===== src/rtl/reg_file_arbiter.sv =====
// Two-requester arbiter that time-shares a 4-entry register file port.
// Each ACCESS cycle serves one operation; the current owner is masked so back-to-back grants alternate.
module reg_file_arbiter (
  input  logic       clk,
  input  logic       Reset,
  input  logic       ReqA,
  input  logic       ReqB,
  input  logic       WeA,
  input  logic       WeB,
  input  logic [1:0] AddrA,
  input  logic [1:0] AddrB,
  input  logic [7:0] WDataA,
  input  logic [7:0] WDataB,
  input  logic [7:0] RegRData,
  output logic [3:0] RegNum,
  output logic       RegCE,
  output logic [7:0] RegWData,
  output logic       GntA,
  output logic       GntB,
  output logic       RValidA,
  output logic       RValidB,
  output logic [7:0] RData
);

  typedef enum logic {IDLE, ACCESS} state_t;

  state_t      state_q, state_d;
  logic        owner_q, owner_d;   // 0 = A, 1 = B
  logic        last_q, last_d;
  logic        we_q, we_d;
  logic [1:0]  addr_q, addr_d;
  logic [7:0]  wdata_q, wdata_d;
  logic        rvalid_a_q, rvalid_a_d;
  logic        rvalid_b_q, rvalid_b_d;
  logic [7:0]  rdata_q, rdata_d;

  logic access;
  logic req_a_eff, req_b_eff;
  logic win, win_b;

  always_comb begin
    state_d    = state_q;
    owner_d    = owner_q;
    last_d     = last_q;
    we_d       = we_q;
    addr_d     = addr_q;
    wdata_d    = wdata_q;
    rdata_d    = rdata_q;

    access    = (state_q == ACCESS);
    req_a_eff = ReqA & ~(access & ~owner_q);
    req_b_eff = ReqB & ~(access & owner_q);
    win       = req_a_eff | req_b_eff;
    // On a tie the requester that did not own the port last time wins.
    win_b     = req_b_eff & (~req_a_eff | ~last_q);

    state_d = win ? ACCESS : IDLE;
    if (win) begin
      owner_d = win_b;
      last_d  = win_b;
      we_d    = win_b ? WeB    : WeA;
      addr_d  = win_b ? AddrB  : AddrA;
      wdata_d = win_b ? WDataB : WDataA;
    end

    rvalid_a_d = access & ~we_q & ~owner_q;
    rvalid_b_d = access & ~we_q & owner_q;
    if (access && !we_q) rdata_d = RegRData;

    RegNum   = access ? (4'b0001 << addr_q) : 4'b0000;
    RegCE    = access & we_q & ~Reset;
    RegWData = wdata_q;
    GntA     = access & ~owner_q;
    GntB     = access & owner_q;
    RValidA  = rvalid_a_q;
    RValidB  = rvalid_b_q;
    RData    = rdata_q;
  end

  always_ff @(posedge clk) begin
    if (Reset) begin
      state_q    <= IDLE;
      owner_q    <= 1'b0;
      last_q     <= 1'b1;
      we_q       <= 1'b0;
      addr_q     <= 2'd0;
      wdata_q    <= 8'h00;
      rvalid_a_q <= 1'b0;
      rvalid_b_q <= 1'b0;
      rdata_q    <= 8'h00;
    end else begin
      state_q    <= state_d;
      owner_q    <= owner_d;
      last_q     <= last_d;
      we_q       <= we_d;
      addr_q     <= addr_d;
      wdata_q    <= wdata_d;
      rvalid_a_q <= rvalid_a_d;
      rvalid_b_q <= rvalid_b_d;
      rdata_q    <= rdata_d;
    end
  end

endmodule


===== config.mk =====
export PLATFORM = sky130hd
export DESIGN_NAME = reg_file_arbiter
export DESIGN_NICKNAME = d
export VERILOG_FILES = /design/src/rtl/reg_file_arbiter.sv
export SDC_FILE = /design/constraint.sdc
export NUM_CORES = 1
export LEC_CHECK = 0
export CAP_MARGIN = 20
export CELL_PAD_IN_SITES_DETAIL_PLACEMENT = 0
export CELL_PAD_IN_SITES_GLOBAL_PLACEMENT = 1
export CORE_UTILIZATION = 24
export DETAILED_ROUTE_END_ITERATION = 16
export GPL_TIMING_DRIVEN = 1
export PLACE_DENSITY = 0.8
export SLEW_MARGIN = 20
export SYNTH_ARGS = -nofsm -noshare
export SYNTH_HDL_FRONTEND = slang
export SYNTH_SLANG_ARGS = --single-unit

===== constraint.sdc =====
create_clock -name clk -period 1.2 [get_ports clk]
set_input_delay 0.36 -clock clk [delete_from_list [all_inputs] [get_ports clk]]
set_output_delay 0.36 -clock clk [all_outputs]
set_load 0.01 [all_outputs]

==> results.py, run 1 <==
metrics = {
    "sta": {
        "finalSetupTns_ps": -2250,
        "tightest_slew_ps": 265,
        "fin_crit_ps": 1420,
        "worst_clock_skew_ps": 6.20,
        "report.final.slew_viol_count": 0,
        "fin_ws_ps": -218,
        "relSlewSlack_pct": 82.3,
        "final.hold.worst_slack_ps": 460,
        "setup_viol_count_final": 18,
        "maxClockFrequency_ghz": 0.705,
        "finalHoldViolations": 0,
        "min_period_over_period_pct": 118,
        "rsz0062_at_grt": "true",
    },
    "critical_path": {
        "worstSetupPathType": "reg2out",
        "required_ps": 840,
        "critical_path.endpoint_type": "output port",
        "cp_slowest_stage_delay_ps": 370,
        "crit_chain": "buf_4 > and3_1 > buf_2",
        "timing.critical_path.from_type": "flop",
        "critPathMaxFanout": 5,
        "crit_arrival_ps": 1060,
        "timing.critical_path.slowest_stage_cell": "dfxtp_4",
    },
    "drt": {
        "wirelength_um": 2950,
        "vias": 1004,
        "dr.pass1.iters": 2,
        "detail_route.vias_per_cell": 4.44,
        "drt_drc_violations_left": 0,
        "dr.first_iter.drc_count": 7,
        "drt.antenna.violating_nets": 0,
        "wl_per_cell_um": 13.1,
    },
    "yosys": {
        "synth_cell_type_count": 24,
        "synth_largest_type_area_fraction_pct": 47.6,
        "ys_seq_elements": 24,
        "post-synth-top-area-cell": "dfxtp_1",
        "postSynthAreaPerCell_um2": 10.6,
        "synth_cells": 95,
        "synthesis.area_mm2": 0.00101,
        "synth.yosys.seq_area_share_pct": 47.6,
        "yosys_warnings": 0,
        "netlist_top_cells_area": "dfxtp_1 (48%), mux2i_1 (20%), o2bb2ai_1 (8.7%)",
        "syn_nets": 129,
    },
    "die": {
        "num_rows": 23,
        "initial_core_util_pct": 25.1,
        "die_area_mm2": 0.00447,
        "fp.dieH_um": 66.9,
        "placeableCoreArea_mm2": 0.00403,
        "die_x_um": 66.9,
        "num_io_pins": 59,
    },
    "outcome": {
        "outcome": "finished, violations left",
        "failing_checks": "negative setup slack",
    },
    "grt": {
        "grt_usage_pct": 12.8,
        "largest_net_degree_at_the_start_of_global_routing": 15,
        "top_usage_layer": "met2",
        "first_global_vias": 993,
        "grt_first_pass_wirelength_um": 4400,
        "grt_remaining_overflow": 0,
        "met3_usage_pct": 2.91,
        "antenna_found_initial": 0,
        "met2_use_gr_pct": 23.6,
        "groute.layer.met1.usage_pct": 15.2,
    },
    "final_layout": {
        "layout_commonest_cell": "clkdlybuf4s50_1",
        "antenna-diode-count": 0,
        "final_net_count": 211,
        "layout.cells.most_common_list": "clkdlybuf4s50_1 (30), mux2i_1 (17), dfxtp_2 (15), buf_4 (14), buf_2 (11)",
        "post-route-cell-area_mm2": 0.00197,
        "final_core_utilization_pct": 48.8,
        "share_of_final_layout_standard_cells_stronger_than_drive_strength_1_pct": 53.4,
        "syn_to_final_growth_pct": 94.7,
    },
    "clock_network": {
        "cts_tree": "done",
        "clk_pin_slew_ps": 90,
        "cts_inserted_buffers": 3,
        "clock_sinks": 24,
        "clock_tree.htree_level_count": 1,
        "clock_tree.buffer_depth": 2,
        "clock-root-buffer": "clkbuf_8",
        "worst_skew_pair.late_latency_ps": 260,
    },
    "pwr": {
        "share_seq_of_total_power_pct": 44.4,
        "power.share.switching_pct": 26.9,
        "vdd_drop_max_mv": 0.564,
        "power.density_cell_area_mw_per_mm2": 1050,
        "power.switching_mw": 0.553,
        "pwr-share-clk_pct": 26.7,
        "int_pwr_mw": 1.50,
        "design_power_total_mw": 2.05,
        "p_leak_nw": 0.880,
        "combPwrFrac_pct": 28.9,
    },
    "placement": {
        "globalplace.congestion": 0.691,
        "place.port_buffers": 58,
        "post-dp-hpwl_um": 1950,
        "postPlaceCellArea_mm2": 0.00171,
    },
    "hold_path": {
        "min_path_type": "reg2reg",
    },
    "flow_run": {
        "cap_viol_max_count": 0,
    },
}
## flip-flops by register name (all words and copies together) (netlist names)
name	flops
we_q	1
owner_q	1
RValidB	1
access	1
RValidA	1
last_q	1
RegWData	8
addr_q	2
RData	8
## power by group through the flow
stage                     clock network (mW)  logic (mW)  registers [mW]
after floorplan                            0       0.194           0.934
after global placement                     0       0.489           0.914
after detailed placement                   0       0.499           0.916
after CTS                              0.569       0.538           0.908
after global routing                   0.596       0.638           0.921
final                                  0.549       0.593           0.913
## routing by layer
metal  part of all wire (%)  wire length (um)  up-vias
met4                      0                 0        0
met3                    6.0               177        0
met1                     41              1200      463
met5                      0                 0        -
met2                     53              1570       37
li1                       -                 -      504
## worst max-delay path: cells and delay by family (launching register included)
family        cells  cell delay [ps]
simple gates      1              150
buf+inv           2              280
flops             1              370
## per-stage QoR
| stage | setup slack, ps | std cells |
|---|---|---|
| floorplan | 5.76 | 95 |
| global placement | -674 | 211 |
| detailed placement | -708 | 211 |
| CTS | -215 | 220 |
| global route | -259 | 226 |
| finish | -218 | 226 |
## cells in the mapped netlist
library cell	count
dfxtp_1	24
mux2i_1	20
nor2_1	10
o2bb2ai_1	10
inv_1	4
nand2_1	4
a21oi_1	3
and3_1	2
buf_6	2
nor3_1	2
a21oi_2	1
and3b_1	1
buf_2	1
clkbuf_1	1
clkbuf_2	1
nand2_2	1
nand2b_1	1
nand3_4	1
nand3b_4	1
nor2_2	1
nor2b_1	1
nor3b_1	1
o21ai_0	1
or2b_1	1
## logic make-up after synthesis
logic type	synth area share [%]
DFF	47.6
muxes	19.8
AOI/OAI and AO/OA	11.5
buffers and inverters	5.08
and+or+nand+nor	16.0
## cell type report
class,instances,area [um2]
flip-flops and latches,24,503
fillers,369,2060
multi-input cells,65,644
inverters,4,15.0
clock buffers,4,55.1
repair buffers,79,686
well taps,50,62.6
## timing repair
| action | CTS | global route |
|---|---|---|
| pin swaps | 6 | 8 |
| hold buffers | 0 | 0 |
| resized for setup | 107 | 39 |
| setup buffers | 3 | 5 |
| cloned | 2 | 1 |
| endpoints found under the setup margin | 46 | 44 |
## worst paths after layout
path                               to                      from  cells past startpoint  slack, ps
max                             RegCE         access$_SDFF_PP0_                      3       -220
min          RegWData[7]$_SDFFE_PP0P_  RegWData[7]$_SDFFE_PP0P_                      1        460
max reg2reg  RegWData[6]$_SDFFE_PP0P_      owner_q$_SDFFE_PP0P_                      6       -100
min reg2reg  RegWData[7]$_SDFFE_PP0P_  RegWData[7]$_SDFFE_PP0P_                      1        460
Note: power is estimated with default switching activity, not from simulation.
==> inputs of run 2 (changes only) <==
CTS_BUF_LIST = sky130_fd_sc_hd__clkbuf_16   (was unset)
GPL_TIMING_DRIVEN = unset   (was 1)
==> run 2 against run 1 <==
Compared with the run above: the flow still finishes with violations (negative setup slack); count of clock-buffer cells in the layout shrank 1; worst hold slack lost 4.3 ps; worst setup slack improved by 3.9 ps; combinational power about the same; cell count decreased by 1.8%; routed wire length grew 5.4%; sequential share of layout area shrank 0.78 points; critical path type unchanged; critical endpoint is now RegNum[1]; largest cell class unchanged.
==> results.py, run 2 (synthesized netlist as in run 1, its figures left out) <==
metrics = {
    "die": {
        "placeableCoreArea_mm2": 0.00403,
        "num_io_pins": 59,
        "initial_core_util_pct": 25.1,
        "die_area_mm2": 0.00447,
        "die_x_um": 66.9,
        "num_rows": 23,
        "fp.dieH_um": 66.9,
    },
    "final_layout": {
        "syn_to_final_growth_pct": 97.3,
        "layout_commonest_cell": "clkdlybuf4s50_1",
        "layout.cells.most_common_list": "clkdlybuf4s50_1 (30), mux2i_1 (18), dfxtp_1 (15), buf_6 (10), buf_4 (10)",
        "share_of_final_layout_standard_cells_stronger_than_drive_strength_1_pct": 45.3,
        "final_net_count": 207,
        "antenna-diode-count": 0,
    },
    "clock_network": {
        "clock_tree.buffer_depth": 2,
        "worst_skew_pair.late_latency_ps": 250,
        "cts_tree": "done",
        "clock_tree.htree_level_count": 1,
        "clk_pin_slew_ps": 60,
        "clock-root-buffer": "clkbuf_16",
        "clock_sinks": 24,
        "cts_inserted_buffers": 3,
        "cts_hold_buf": 0,
    },
    "critical_path": {
        "timing.critical_path.slowest_stage_cell": "dfxtp_4",
        "critical_path.endpoint_type": "output port",
        "worstSetupPathType": "reg2out",
        "worst-path-buf-inv": 2,
        "timing.critical_path.from_type": "flop",
        "crit_arrival_ps": 1050,
        "crit_chain": "buf_6 > and3b_1 > buf_2",
        "critical-path-top-delay-family": "flip-flops",
        "required_ps": 840,
        "cp_slowest_stage_delay_ps": 360,
        "critPathMaxFanout": 5,
    },
    "drt": {
        "dr.first_iter.drc_count": 6,
        "wirelength_um": 3110,
        "dr.pass1.iters": 2,
        "drt_drc_violations_left": 0,
        "wl_per_cell_um": 14.0,
        "drt.antenna.violating_nets": 0,
        "detail_route.vias_per_cell": 4.47,
        "vias": 992,
    },
    "sta": {
        "worst_clock_skew_ps": 6.29,
        "tightest_slew_ps": 267,
        "finalHoldViolations": 0,
        "report.final.slew_viol_count": 0,
        "final.hold.worst_slack_ps": 456,
        "fin_crit_ps": 1410,
        "fin_ws_ps": -214,
        "maxClockFrequency_ghz": 0.707,
        "relSlewSlack_pct": 82.2,
        "min_period_over_period_pct": 118,
        "setup_viol_count_final": 18,
        "rsz0062_at_grt": "true",
        "finalSetupTns_ps": -2180,
    },
    "grt": {
        "top_usage_layer": "met2",
        "groute.layer.met1.usage_pct": 15.4,
        "met2_use_gr_pct": 25.3,
        "grt_remaining_overflow": 0,
        "largest_net_degree_at_the_start_of_global_routing": 15,
        "met3_usage_pct": 2.40,
        "antenna_found_initial": 0,
        "grt_first_pass_wirelength_um": 4510,
        "grt_usage_pct": 13.2,
        "first_global_vias": 1010,
    },
    "outcome": {
        "outcome": "finished, violations left",
        "failing_checks": "negative setup slack",
    },
    "hold_path": {
        "min_path_type": "reg2reg",
    },
    "placement": {
        "post-dp-hpwl_um": 1950,
        "place.port_buffers": 58,
        "globalplace.congestion": 0.691,
    },
    "pwr": {
        "power.density_cell_area_mw_per_mm2": 1120,
        "vdd_drop_max_mv": 0.628,
        "p_leak_nw": 0.868,
    },
    "flow_run": {
        "cap_viol_max_count": 0,
    },
}
## run 2: metrics by stage
step	util, %	worst slack, ps	instance area, um2	total power [mW]	cells
3_5_place_dp	42.5	-708	1710	1.41	211
3_3_place_gp	42.5	-674	1710	1.40	211
6_report	49.4	-214	1990	2.22	222
2_1_floorplan	-	5.76	1010	1.13	95
5_1_grt	49.4	-241	1990	2.32	222
4_1_cts	47.0	-205	1890	2.19	220
## run 2: worst register-to-register path: stages, from the launching register on
cell and delay [ps]:
dfxtp_2 350, buf_6 110, mux2i_4 220, a21oi_2 100, buf_6 140, nor2_4 200, o2bb2ai_2 130
## run 2: final cells by class
cell class / count / area [um2]
fill: 362 / 2040
timing repair buffer: 75 / 691
multi-input combinational: 65 / 651
sequential: 24 / 494
clock buffer: 3 / 75.1
tap: 50 / 62.6
inverter: 4 / 15.0
clock inverter: 1 / 3.75
## run 2: path summary, 6_finish.rpt
kind / slack [ps] / startpoint / depth (start not counted) / end
worst max-delay path: -210 / access$_SDFF_PP0_ / 3 / RegNum[1]
worst min-delay path: 460 / RegWData[7]$_SDFFE_PP0P_ / 1 / RegWData[7]$_SDFFE_PP0P_
worst max register to register: -110 / owner_q$_SDFFE_PP0P_ / 6 / RegWData[3]$_SDFFE_PP0P_
worst min register to register: 460 / RegWData[7]$_SDFFE_PP0P_ / 1 / RegWData[7]$_SDFFE_PP0P_
## run 2: per-layer routing
layer | wire length [um] | vias to the layer above
met5 | 0 | -
met4 | 0 | 0
met3 | 191 | 0
li1 | - | 495
met2 | 1670 | 37
met1 | 1250 | 460
## run 2: power breakdown
part | switching [mW] | internal (mW) | total (mW) | leakage, nW
logic | 0.253 | 0.338 | 0.591 | 0.628
clock network | 0.273 | 0.445 | 0.718 | 0.0385
registers | 0.0498 | 0.866 | 0.916 | 0.201
## run 2: timing repair
item,in CTS,in global routing
setup endpoints to repair,47,39
pin swaps,7,9
cloned,2,1
setup buffers,3,1
resized for setup,94,40
==> inputs of run 3 (changes only) <==
SETUP_SLACK_MARGIN = 0.05   (was unset)
==> run 3 against run 2 <==
Compared with the run above: routed wire length rose by 3.4%; clock skew shrank 1.6 ps; fmax shrank 0.29%; the run still ends with negative setup slack left; count of clock-buffer cells in the layout stayed put.
==> results.py, run 3 (synthesized netlist as in run 1, its figures left out) <==
metrics = {
    "final_layout": {
        "filler_cell_count": 396,
        "antenna-diode-count": 0,
        "layout.cells.most_common_list": "clkdlybuf4s50_1 (30), buf_2 (24), mux2i_1 (16), dfxtp_1 (13), buf_4 (12)",
        "final_net_count": 209,
        "sequential_area_um2": 497,
        "post_layout_nonfiller_instances": 224,
        "layout_commonest_cell": "clkdlybuf4s50_1",
        "share_of_final_layout_standard_cells_stronger_than_drive_strength_1_pct": 49.4,
        "multiInputGateArea_um2": 639,
        "final_core_utilization_pct": 48.4,
        "syn_to_final_growth_pct": 93.1,
    },
    "placement": {
        "place.port_buffers": 58,
        "placed_cells": 211,
        "globalplace.congestion": 0.726,
        "dp_slack_ps": -702,
        "post-dp-hpwl_um": 2100,
    },
    "grt": {
        "grt_usage_pct": 14.8,
        "first_global_vias": 1047,
        "grt_first_pass_wirelength_um": 4870,
        "largest_net_degree_at_the_start_of_global_routing": 15,
        "antenna_found_initial": 0,
        "grt_remaining_overflow": 0,
    },
    "drt": {
        "dr.first_iter.drc_count": 15,
        "wl_per_cell_um": 14.4,
        "drt_drc_violations_left": 0,
        "detail_route.vias_per_cell": 4.57,
        "wirelength_um": 3220,
        "drt.antenna.violating_nets": 0,
        "vias": 1023,
        "dr.pass1.iters": 4,
    },
    "die": {
        "placeableCoreArea_mm2": 0.00403,
        "num_io_pins": 59,
        "num_rows": 23,
        "die_area_mm2": 0.00447,
        "initial_core_util_pct": 25.1,
        "die_x_um": 66.9,
        "fp.dieH_um": 66.9,
    },
    "clock_network": {
        "clock_tree.htree_level_count": 1,
        "cts_tree": "done",
        "cts_inserted_buffers": 3,
        "worst_skew_pair.late_latency_ps": 260,
        "clock_tree.buffer_depth": 2,
        "cts_hold_buf": 0,
        "clock_sinks": 24,
        "clk_pin_slew_ps": 70,
        "clock-root-buffer": "clkbuf_16",
    },
    "critical_path": {
        "crit_arrival_ps": 1060,
        "critPathMaxFanout": 6,
        "worst-path-buf-inv": 2,
        "required_ps": 840,
        "critical_path.endpoint_type": "output port",
        "cp_slowest_stage_delay_ps": 360,
        "crit_chain": "buf_4 > and3_1 > buf_2",
        "worstSetupPathType": "reg2out",
        "timing.critical_path.from_type": "flop",
        "timing.critical_path.slowest_stage_cell": "dfxtp_4",
        "critical-path-top-delay-family": "flip-flops",
    },
    "sta": {
        "maxClockFrequency_ghz": 0.705,
        "finalHoldViolations": 0,
        "tightest_slew_ps": 239,
        "setup_viol_count_final": 18,
        "relSlewSlack_pct": 84.0,
        "fin_crit_ps": 1420,
        "finalSetupTns_ps": -2080,
        "fin_ws_ps": -219,
        "report.final.slew_viol_count": 0,
        "worst_clock_skew_ps": 4.70,
        "min_period_over_period_pct": 118,
        "rsz0062_at_grt": "true",
    },
    "pwr": {
        "p_leak_nw": 0.899,
        "design_power_total_mw": 2.46,
        "vdd_drop_max_mv": 0.538,
        "power.density_cell_area_mw_per_mm2": 1260,
    },
    "outcome": {
        "outcome": "finished, violations left",
        "failing_checks": "negative setup slack",
    },
    "hold_path": {
        "min_path_type": "reg2reg",
    },
    "flow_run": {
        "cap_viol_max_count": 0,
    },
}
==> run 3: path summary, 6_finish.rpt <==
| kind | to | slack, ps | cells past startpoint | start |
|---|---|---|---|---|
| worst min register to register | RegWData[2]$_SDFFE_PP0P_ | 460 | 1 | RegWData[2]$_SDFFE_PP0P_ |
| worst max register to register | we_q$_SDFFE_PP0P_ | -100 | 7 | owner_q$_SDFFE_PP0P_ |
| worst min-delay path | RegWData[2]$_SDFFE_PP0P_ | 460 | 1 | RegWData[2]$_SDFFE_PP0P_ |
| worst max-delay path | RegCE | -220 | 3 | access$_SDFF_PP0_ |
==> run 3: final cells by class <==
class | instances | area share, %
sequential | 24 | 25.5
multi-input combinational | 65 | 32.8
clock inverter | 1 | 1.54
clock buffer | 3 | 3.85
inverter | 4 | 0.770
timing repair buffer | 77 | 32.3
tap | 50 | 3.21
==> run 3: timing repair <==
| item | 4_1_cts | 5_1_grt |
|---|---|---|
| pin swaps | 8 | 11 |
| endpoints found under the setup margin | 47 | 29 |
| resized for setup | 136 | 16 |
| setup buffers | 5 | 2 |
| gates cloned | 2 | 1 |
==> run 3: metrics by stage <==
step	instance area (um2)	hold WS (ps)
2_1_floorplan	1020	437
3_3_place_gp	1710	443
3_5_place_dp	1710	449
4_1_cts	1870	456
5_1_grt	1950	472
6_report	1950	457
==> run 3: metal layers <==
layer / vias to the layer above / global-route usage, % / part of all wire, %
li1: 503 / - / -
met1: 477 / 15.8 / 37
met2: 40 / 28.3 / 56
met3: 3 / 3.60 / 6.8
met4: 0 / 3.99 / 0.65
met5: - / 0 / 0
==> run 3: power breakdown <==
part / internal, mW / switching (mW) / leakage (nW)
clock network: 0.664 / 0.307 / 0.0511
registers: 0.867 / 0.0460 / 0.202
logic: 0.325 / 0.254 / 0.646
total: 1.86 / 0.607 / 0.899
==> run 3: worst register-to-register path: stages (launching register included) <==
cell	delay, ps
dfxtp_2	350
buf_6	100
mux2i_1	210
a21oi_2	100
buf_6	150
buf_6	120
o21ai_2	110
a21oi_1	50
